$ cat src/rtl/mcu_seq_ctrl.sv
// Multicycle instruction sequencer: owns PC, IR and flags, fetches through a
// ready-handshake memory port and steers the register file, ALU and write-back.
`timescale 1ns/1ps
module mcu_seq_ctrl #(
  parameter int unsigned N = 16,
  parameter int unsigned M = 3
) (
  input  logic         clk,
  input  logic         rst,
  input  logic [N-1:0] mem_rdata,
  input  logic         mem_ready,
  input  logic [N-1:0] dp_addr,
  input  logic         z_in,
  input  logic         n_in,
  input  logic         o_in,
  output logic         mem_req,
  output logic         mem_we,
  output logic [N-1:0] mem_addr,
  output logic [M-1:0] rd_addr,
  output logic [M-1:0] ra_addr,
  output logic [M-1:0] rb_addr,
  output logic [2:0]   alu_op,
  output logic         rf_we,
  output logic [1:0]   wb_sel,
  output logic [N-1:0] imm,
  output logic         flag_en,
  output logic         halted
);

  localparam int unsigned OFF_W = N - 4;
  localparam int unsigned IMM_W = N - 4 - M;
  localparam int unsigned RD_HI = N - 5;
  localparam int unsigned RA_HI = N - 5 - M;
  localparam int unsigned RB_HI = N - 5 - 2 * M;

  localparam logic [3:0] OP_NOP  = 4'h7;
  localparam logic [3:0] OP_LDI  = 4'h8;
  localparam logic [3:0] OP_LD   = 4'h9;
  localparam logic [3:0] OP_ST   = 4'hA;
  localparam logic [3:0] OP_BRZ  = 4'hB;
  localparam logic [3:0] OP_BRN  = 4'hC;
  localparam logic [3:0] OP_BRO  = 4'hD;
  localparam logic [3:0] OP_BRA  = 4'hE;
  localparam logic [3:0] OP_HALT = 4'hF;

  typedef enum logic [2:0] {
    S_FETCH  = 3'd0,
    S_DECODE = 3'd1,
    S_EXEC   = 3'd2,
    S_MEM    = 3'd3,
    S_HALT   = 3'd4
  } state_t;

  state_t       r_state;
  state_t       w_next;
  logic [N-1:0] r_pc;
  logic [N-1:0] r_ir;
  logic         r_z;
  logic         r_n;
  logic         r_o;

  logic [3:0]   w_op;
  logic [N-1:0] w_imm;
  logic [N-1:0] w_off;
  logic         w_is_alu;
  logic         w_is_mem;
  logic         w_br_take;

  assign w_op     = r_ir[N-1 -: 4];
  assign w_imm    = {{(N-IMM_W){r_ir[IMM_W-1]}}, r_ir[IMM_W-1:0]};
  assign w_off    = {{4{r_ir[OFF_W-1]}}, r_ir[OFF_W-1:0]};
  assign w_is_alu = !w_op[3] && (w_op != OP_NOP);
  assign w_is_mem = (w_op == OP_LD) || (w_op == OP_ST);

  // Branch condition evaluated on the flags latched by earlier ALU ops
  always_comb begin
    w_br_take = 1'b0;
    case (w_op)
      OP_BRZ:  w_br_take = r_z;
      OP_BRN:  w_br_take = r_n;
      OP_BRO:  w_br_take = r_o;
      OP_BRA:  w_br_take = 1'b1;
      default: w_br_take = 1'b0;
    endcase
  end

  // State register
  always_ff @(posedge clk or negedge rst) begin
    if (!rst) r_state <= S_FETCH;
    else      r_state <= w_next;
  end

  // Next-state logic; memory phases wait for mem_ready
  always_comb begin
    w_next = r_state;
    case (r_state)
      S_FETCH:  if (mem_ready) w_next = S_DECODE;
      S_DECODE: w_next = S_EXEC;
      S_EXEC: begin
        if (w_is_mem)              w_next = S_MEM;
        else if (w_op == OP_HALT)  w_next = S_HALT;
        else                       w_next = S_FETCH;
      end
      S_MEM:    if (mem_ready) w_next = S_FETCH;
      S_HALT:   w_next = S_HALT;
      default:  w_next = S_FETCH;
    endcase
  end

  // Output decode; everything forced low while reset is held
  always_comb begin
    mem_req  = 1'b0;
    mem_we   = 1'b0;
    mem_addr = '0;
    rd_addr  = '0;
    ra_addr  = '0;
    rb_addr  = '0;
    alu_op   = 3'd0;
    rf_we    = 1'b0;
    wb_sel   = 2'd0;
    imm      = '0;
    flag_en  = 1'b0;
    halted   = 1'b0;
    if (rst) begin
      rd_addr = r_ir[RD_HI -: M];
      ra_addr = r_ir[RA_HI -: M];
      rb_addr = r_ir[RB_HI -: M];
      alu_op  = w_op[2:0];
      imm     = w_imm;
      case (r_state)
        S_FETCH: begin
          mem_req  = 1'b1;
          mem_addr = r_pc;
        end
        S_EXEC: begin
          if (w_is_alu) begin
            rf_we   = 1'b1;
            flag_en = 1'b1;
          end else if (w_op == OP_LDI) begin
            rf_we  = 1'b1;
            wb_sel = 2'd1;
          end
        end
        S_MEM: begin
          mem_req  = 1'b1;
          mem_we   = (w_op == OP_ST);
          mem_addr = dp_addr;
          if (mem_ready && (w_op == OP_LD)) begin
            rf_we  = 1'b1;
            wb_sel = 2'd2;
          end
        end
        S_HALT:  halted = 1'b1;
        default: ;
      endcase
    end
  end

  // PC, IR and flag registers
  always_ff @(posedge clk or negedge rst) begin
    if (!rst) begin
      r_pc <= '0;
      r_ir <= '0;
      r_z  <= 1'b0;
      r_n  <= 1'b0;
      r_o  <= 1'b0;
    end else begin
      case (r_state)
        S_FETCH: begin
          if (mem_ready) begin
            r_ir <= mem_rdata;
            r_pc <= r_pc + N'(1);
          end
        end
        S_EXEC: begin
          if (w_is_alu) begin
            r_z <= z_in;
            r_n <= n_in;
            r_o <= o_in;
          end
          if (w_br_take) r_pc <= r_pc + w_off;
        end
        default: ;
      endcase
    end
  end

endmodule

$ cat config.mk
export PLATFORM = sky130hd
export DESIGN_NAME = mcu_seq_ctrl
export DESIGN_NICKNAME = d
export VERILOG_FILES = /design/src/rtl/mcu_seq_ctrl.sv
export SDC_FILE = /design/constraint.sdc
export NUM_CORES = 1
export LEC_CHECK = 0
export CORE_MARGIN = 10
export CORE_UTILIZATION = 35
export CTS_BUF_LIST = sky130_fd_sc_hd__clkbuf_4
export CTS_CLUSTER_DIAMETER = 200
export DETAILED_ROUTE_END_ITERATION = 6
export HOLD_SLACK_MARGIN = 0.12
export MAX_ROUTING_LAYER = met4
export SETUP_SLACK_MARGIN = 0.02
export SLEW_MARGIN = 15
export SYNTH_ARGS = -nofsm -noshare
export SYNTH_HDL_FRONTEND = slang
export SYNTH_SLANG_ARGS = --single-unit
$ cat constraint.sdc
create_clock -name clk -period 3.47 [get_ports clk]
set_input_delay 0.347 -clock clk [delete_from_list [all_inputs] [get_ports clk]]
set_output_delay 0.347 -clock clk [all_outputs]
set_load 0.01 [all_outputs]
Word-level counts from Yosys, hierarchy flattened
Index checks and enable logic that the tools add are counted.
{"block": "op_classes", "n_reduce_logical": 11, "n_bitwise": 0, "n_div": 0, "multipliers": 0, "n_lt_le_gt_ge": 0, "muxes": 35, "shifts": 0, "eq_ne": 16, "add_sub_neg": 2}
{"operator": "2-to-1 mux 16 bit", "count": 4}
{"operator": "case mux 16 bit (2 select lines)", "count": 2}
{"operator": "== test 4 bit, second input constant", "count": 8}
{"operator": "2-to-1 mux 3 bit", "count": 8}
{"operator": "adder 16 x 1 -> 16 bit, second input constant", "count": 1}
{"operator": "adder 16 bit", "count": 1}
{"operator": "2-to-1 mux 1 bit", "count": 15}
{"operator": "case mux 3 bit (5 select lines)", "count": 1}
{"operator": "== test 3 x 2 -> 1 bit, second input constant", "count": 2}
{"operator": "inequality test 2 bit, second input constant", "count": 3}
{"operator": "AND reduction 2 bit", "count": 3}
{"operator": "2-to-1 mux 2 bit", "count": 2}
{"operator": "inequality test 4 x 3 -> 1 bit, second input constant", "count": 1}
{"operator": "case mux 1 bit (4 select lines)", "count": 1}
{"operator": "case mux 2 bit (2 select lines)", "count": 1}
{"operator": "== test 3 x 1 -> 1 bit, second input constant", "count": 1}
{"operator": "== test 3 bit, second input constant", "count": 1}
{"operator": "zero test 3 bit", "count": 1}
{"operator": "AND reduction 3 bit", "count": 1}
{"operator": "logical AND 1 bit", "count": 2}
{"operator": "case mux 1 bit (2 select lines)", "count": 1}
{"operator": "nonzero test 2 bit", "count": 1}
{"operator": "OR reduction 2 bit", "count": 1}
{"operator": "zero test 1 bit", "count": 1}
{"operator": "logical OR 1 bit", "count": 1}
{"block": "totals", "in_bits": 38, "wordCells": 70, "n_memories": 0, "mem_bits_rw": 0, "output_inout_bits": 51, "latch_bits": 0, "regBits": 38, "rom_bits": 0}

Logic depth before layout (Yosys ltp)
{"block": "logic_depth", "word_depth": 5, "depth_mapped": 12, "ltp_nobuf": 10}

Worst setup path before layout
Ideal clock, no wire load.
{"block": "synth_timing", "path_type": "register -> register", "start": "register r_state[0]", "end": "register r_pc[10]", "t_arrival_ns": 2.783, "path_slack_ns": 0.593, "path_buffers": 1, "stages_incl_launch_ff": 12, "required_ns": 3.376, "period_less_slack_ns": 2.877, "setup_ns": 0.094, "cell_sequence": "dfrtp_1 -> buf_6 -> nor3b_4 -> or2b_1 -> ha_1 -> fa_1 -> a211oi_1 -> o21ai_1 -> o221a_2 -> o21a_1 -> o211a_1 -> a211oi_1"}
{"block": "synth_between", "elab_chain_len": 3, "word_cells_on_any_way": 7, "classes_between": "eq/ne: 3; mux: 1; reduce/logical: 3"}
{"item": "start: declaration", "line_no": "54", "text": "state_t r_state;"}
{"item": "start signal: assignment", "line_no": "90", "text": "else r_state <= w_next;"}
{"item": "== test 3 x 2 -> 1 bit / zero test 3 bit (equally long branches)", "line_no": "168", "text": "case (r_state)"}
{"item": "inequality test 2 bit (no source line) / nonzero test 2 bit (equally long branches)"}
{"item": "AND reduction 3 bit (no source line)"}
{"item": "end signal: assignment", "line_no": "172", "text": "r_pc <= r_pc + N'(1);"}
{"item": "end signal: assignment", "line_no": "181", "text": "if (w_br_take) r_pc <= r_pc + w_off;"}
{"item": "end: declaration", "line_no": "56", "text": "logic [N-1:0] r_pc;"}
Several ways; a longest one is shown, not always the timed one.
A chain may end at the register's enable or synchronous reset.

Worst setup path in the final report
Same ends and word-level chain as after synthesis.

==> run metrics <==
run status=completed; Combinational Power Share=62.5%; routed len/inst=16.1 um; Rows=32; XOR/XNOR share of the synthesized area=4.35%; initial antenna violation count=0; placeable core area=7770 um2; Internal=between 1.5 and 2 mW; Clk pwr share=7.6%; final wirelength=around 7900 um; register area share after synthesis=around a third; Main synth FF type=dfrtp_1; final setup vio count=0; worst-path cell chain=nor3b_4 > or2b_1 > ha_1 > fa_1 > a211oi_1 > o21ai_1 > o221a_2 > o21a_1 > o211a_1 > a211oi_1; Critical Path RT=3730 ps; FF-to-FF path depth=10; CTS root buf=clkbuf_4; # nets final=436; crit path max fanout=10; GPL Wtd Cong=roughly 0.9; RSZ-0062 raised after global routing=false; Post-Syn Nets=~370; FFs w/ async S/R, synth=between 90% and 100%; share of the synthesized area in the top cell type=33.7%; Vias=2458; PortBufs=88; dominant cell type by area after synthesis=dfrtp_1; I/O pin total=89; Fin. Hold Viols=0; WP data arrival=~3300 ps; sequential power share=between 20% and 30%; ant diodes=0; reg2reg setup slack=between 400 and 500 ps; CP most frequent cell=a211oi_1; Leak=approximately 1.6 nW; reg-to-reg endpoint=r_pc[10]$_DFFE_PN0P_; maximum buffer depth of the clock tree=2; Die W=110 um; GRT Resource Usage Total=13.4%; DR pass1 iterations=4; number of global-route vias before repair=2525; CP Launch Type=flop; Top delay family on crit path=compound AO/OA/AOI/OAI gates; critical path's largest stage delay=520 ps; WS Path Type=flop to flop; DRT antenna net count=0; cts repair resizes=0; slowest CP cell=dfrtp_1; period utilisation layout=88.4%; max-slew violation count=0; fmax=326 MHz; Worst-Skew Late Latency=approximately 360 ps; Worst-Margin Slew=669 ps; Worst IR Drop VDD=0.245 mV; number of synthesized flops with an enable pin=0; reg2reg start=r_state[0]$_DFFE_PN0P_; Die ar.=12000 um2; Syn Inst Count=approximately 320; main combinational cell family by area after synthesis=simple AND/OR/NAND/NOR gates; synthesis warning total=0; Clock transition at path regs=about 120 ps; Sw Share=43.3%; post-synthesis mux area share=4.97%; synth unique cells=58; Util after Layout=48.1%; NetSw=between 1 and 1.5 mW; most common cell after layout, fill and taps aside=clkdlybuf4s50_1; Die Span Y=110 um; largest cells by area after synthesis=dfrtp_1 (34%), nand2_1 (7.3%), and2_1 (5.3%); clk sinks=38; Post-Synth Simple-Gate Area=between 20% and 30%; vias per cell=between 5 and 6; Hold Crit Class=input port to asynchronous set/reset pin; synthesis-stage register bit count=38; Residual DRC=0; CTS tree=built; Setup Fix Bufs, Post-CTS=0; HPWL after detailed placement=about 6000 um; minimum clock period=3070 ps; commonest non-fill, non-tap cells in the layout=clkdlybuf4s50_1 (87), nand2_1 (55), dfrtp_1 (38); Slew headroom=55.4%; WP buf/inv=0; initial DRC count=66; Layout Area Growth over Synthesis=32.5%; clock buffer count from CTS=5; GRT overflow=0; CTS H-Tree Depth=2; Syn Area/Cell=8.92 um2; complex-gate fraction of the synthesized area=21.2%; adder-cell share of the synthesized area=5.59%; pwr/cell area=between 700 and 800 nW/um2; largest net degree at the start of global routing=24; first-pass GRT wire length=12600 um; CP endpoint kind=flop; TNS Setup=0 ps; Max-cap violations=0; Setup Skew=12.4 ps; share of cells above drive strength 1=around 7.8%; initial core utilization=36.3%; Post-Syn Area=2820 um2
[layout make-up]
| type | count | area, um2 |
|---|---|---|
| inverter | 5 | 18.8 |
| clock inverter | 3 | 11.3 |
| tap | 102 | 128 |
| multi-input combinational | 242 | 1670 |
| fill | 770 | 4030 |
| sequential | 38 | 951 |
| clock buffer | 5 | 37.5 |
| timing repair buffer | 94 | 923 |
[worst register-to-register path: cells and delay by family (launching register included)]
kind,cells,cell delay [ps]
AOI/OAI and AO/OA,6,1350
and+or+nand+nor,2,450
DFF,1,520
adders and majority gates,2,650
[cells by family after synthesis]
group	Yosys count
xor gates and xnor gates	14
muxes	13
buffers and inverters	36
DFF	38
adders and majority gates	12
AOI/OAI and AO/OA	75
and+or+nand+nor	128
[synthesized netlist by cell type, drive strengths merged, types with 2 or more instances]
master,n
a22o,16
a2111oi,4
nor3b,2
xor2,4
nand3,5
a31oi,2
and3,6
buf,19
o21ai,7
a21o,6
inv,5
a211oi,5
o22ai,2
ha,11
nor2b,4
or2,2
or3,2
a221oi,2
nor2,18
mux2,8
dfrtp,38
and3b,2
clkbuf,12
and2,24
nand2,56
a21oi,16
mux2i,5
xnor2,10
o21a,4
o211ai,3
[worst max-delay path by stage]
| stage | endpoint | startpoint | cells past startpoint |
|---|---|---|---|
| final | r_pc[10]$_DFFE_PN0P_ | r_state[0]$_DFFE_PN0P_ | 10 |
| after floorplan | r_pc[10]$_DFFE_PN0P_ | r_state[0]$_DFFE_PN0P_ | 11 |
| after global placement | r_pc[10]$_DFFE_PN0P_ | r_state[0]$_DFFE_PN0P_ | 10 |
| after global routing | r_pc[10]$_DFFE_PN0P_ | r_state[0]$_DFFE_PN0P_ | 10 |
| after CTS | mem_addr[4] | rst | 5 |
| after detailed placement | r_pc[10]$_DFFE_PN0P_ | r_state[0]$_DFFE_PN0P_ | 10 |
[per-stage QoR]
step | power, mW | hold slack, ps | instance area (um2) | worst slack, ps | std cells
CTS | 3.01 | 454 | 3730 | 386 | 489
global route | 3.23 | 450 | 3730 | 205 | 489
global placement | 2.75 | 295 | 3680 | 544 | 480
floorplan | 2.17 | 51.4 | 2820 | 593 | 316
detailed placement | 2.77 | 300 | 3680 | 455 | 480
finish | 2.97 | 429 | 3730 | 401 | 489
[registers in the layout, indices dropped and copies added (netlist names)]
register  flops
r_pc         16
r_state       3
r_ir         16
r_o           1
r_z           1
r_n           1
[power groups by stage]
stage          clock, mW  combinational (mW)  sequential, mW
2_1_floorplan          0                1.39           0.781
6_report           0.225                1.86           0.890
3_3_place_gp           0                1.85           0.899
4_1_cts            0.235                1.88           0.894
3_5_place_dp           0                1.87           0.904
5_1_grt            0.255                2.05           0.934
[metal layers]
metal	part of all wire, %	wire length [um]	GRT usage, %
met1	46	3590	16.6
met2	48	3750	21.5
met3	5.9	464	3.45
met4	0.67	53	2.79
met5	0	0	-
[what timing repair did]
action,in CTS,in global routing
endpoints found under the setup margin,0,0
hold buffers,1,0
endpoints found under the hold margin,13,0
Note: power is estimated with default switching activity, not from simulation.
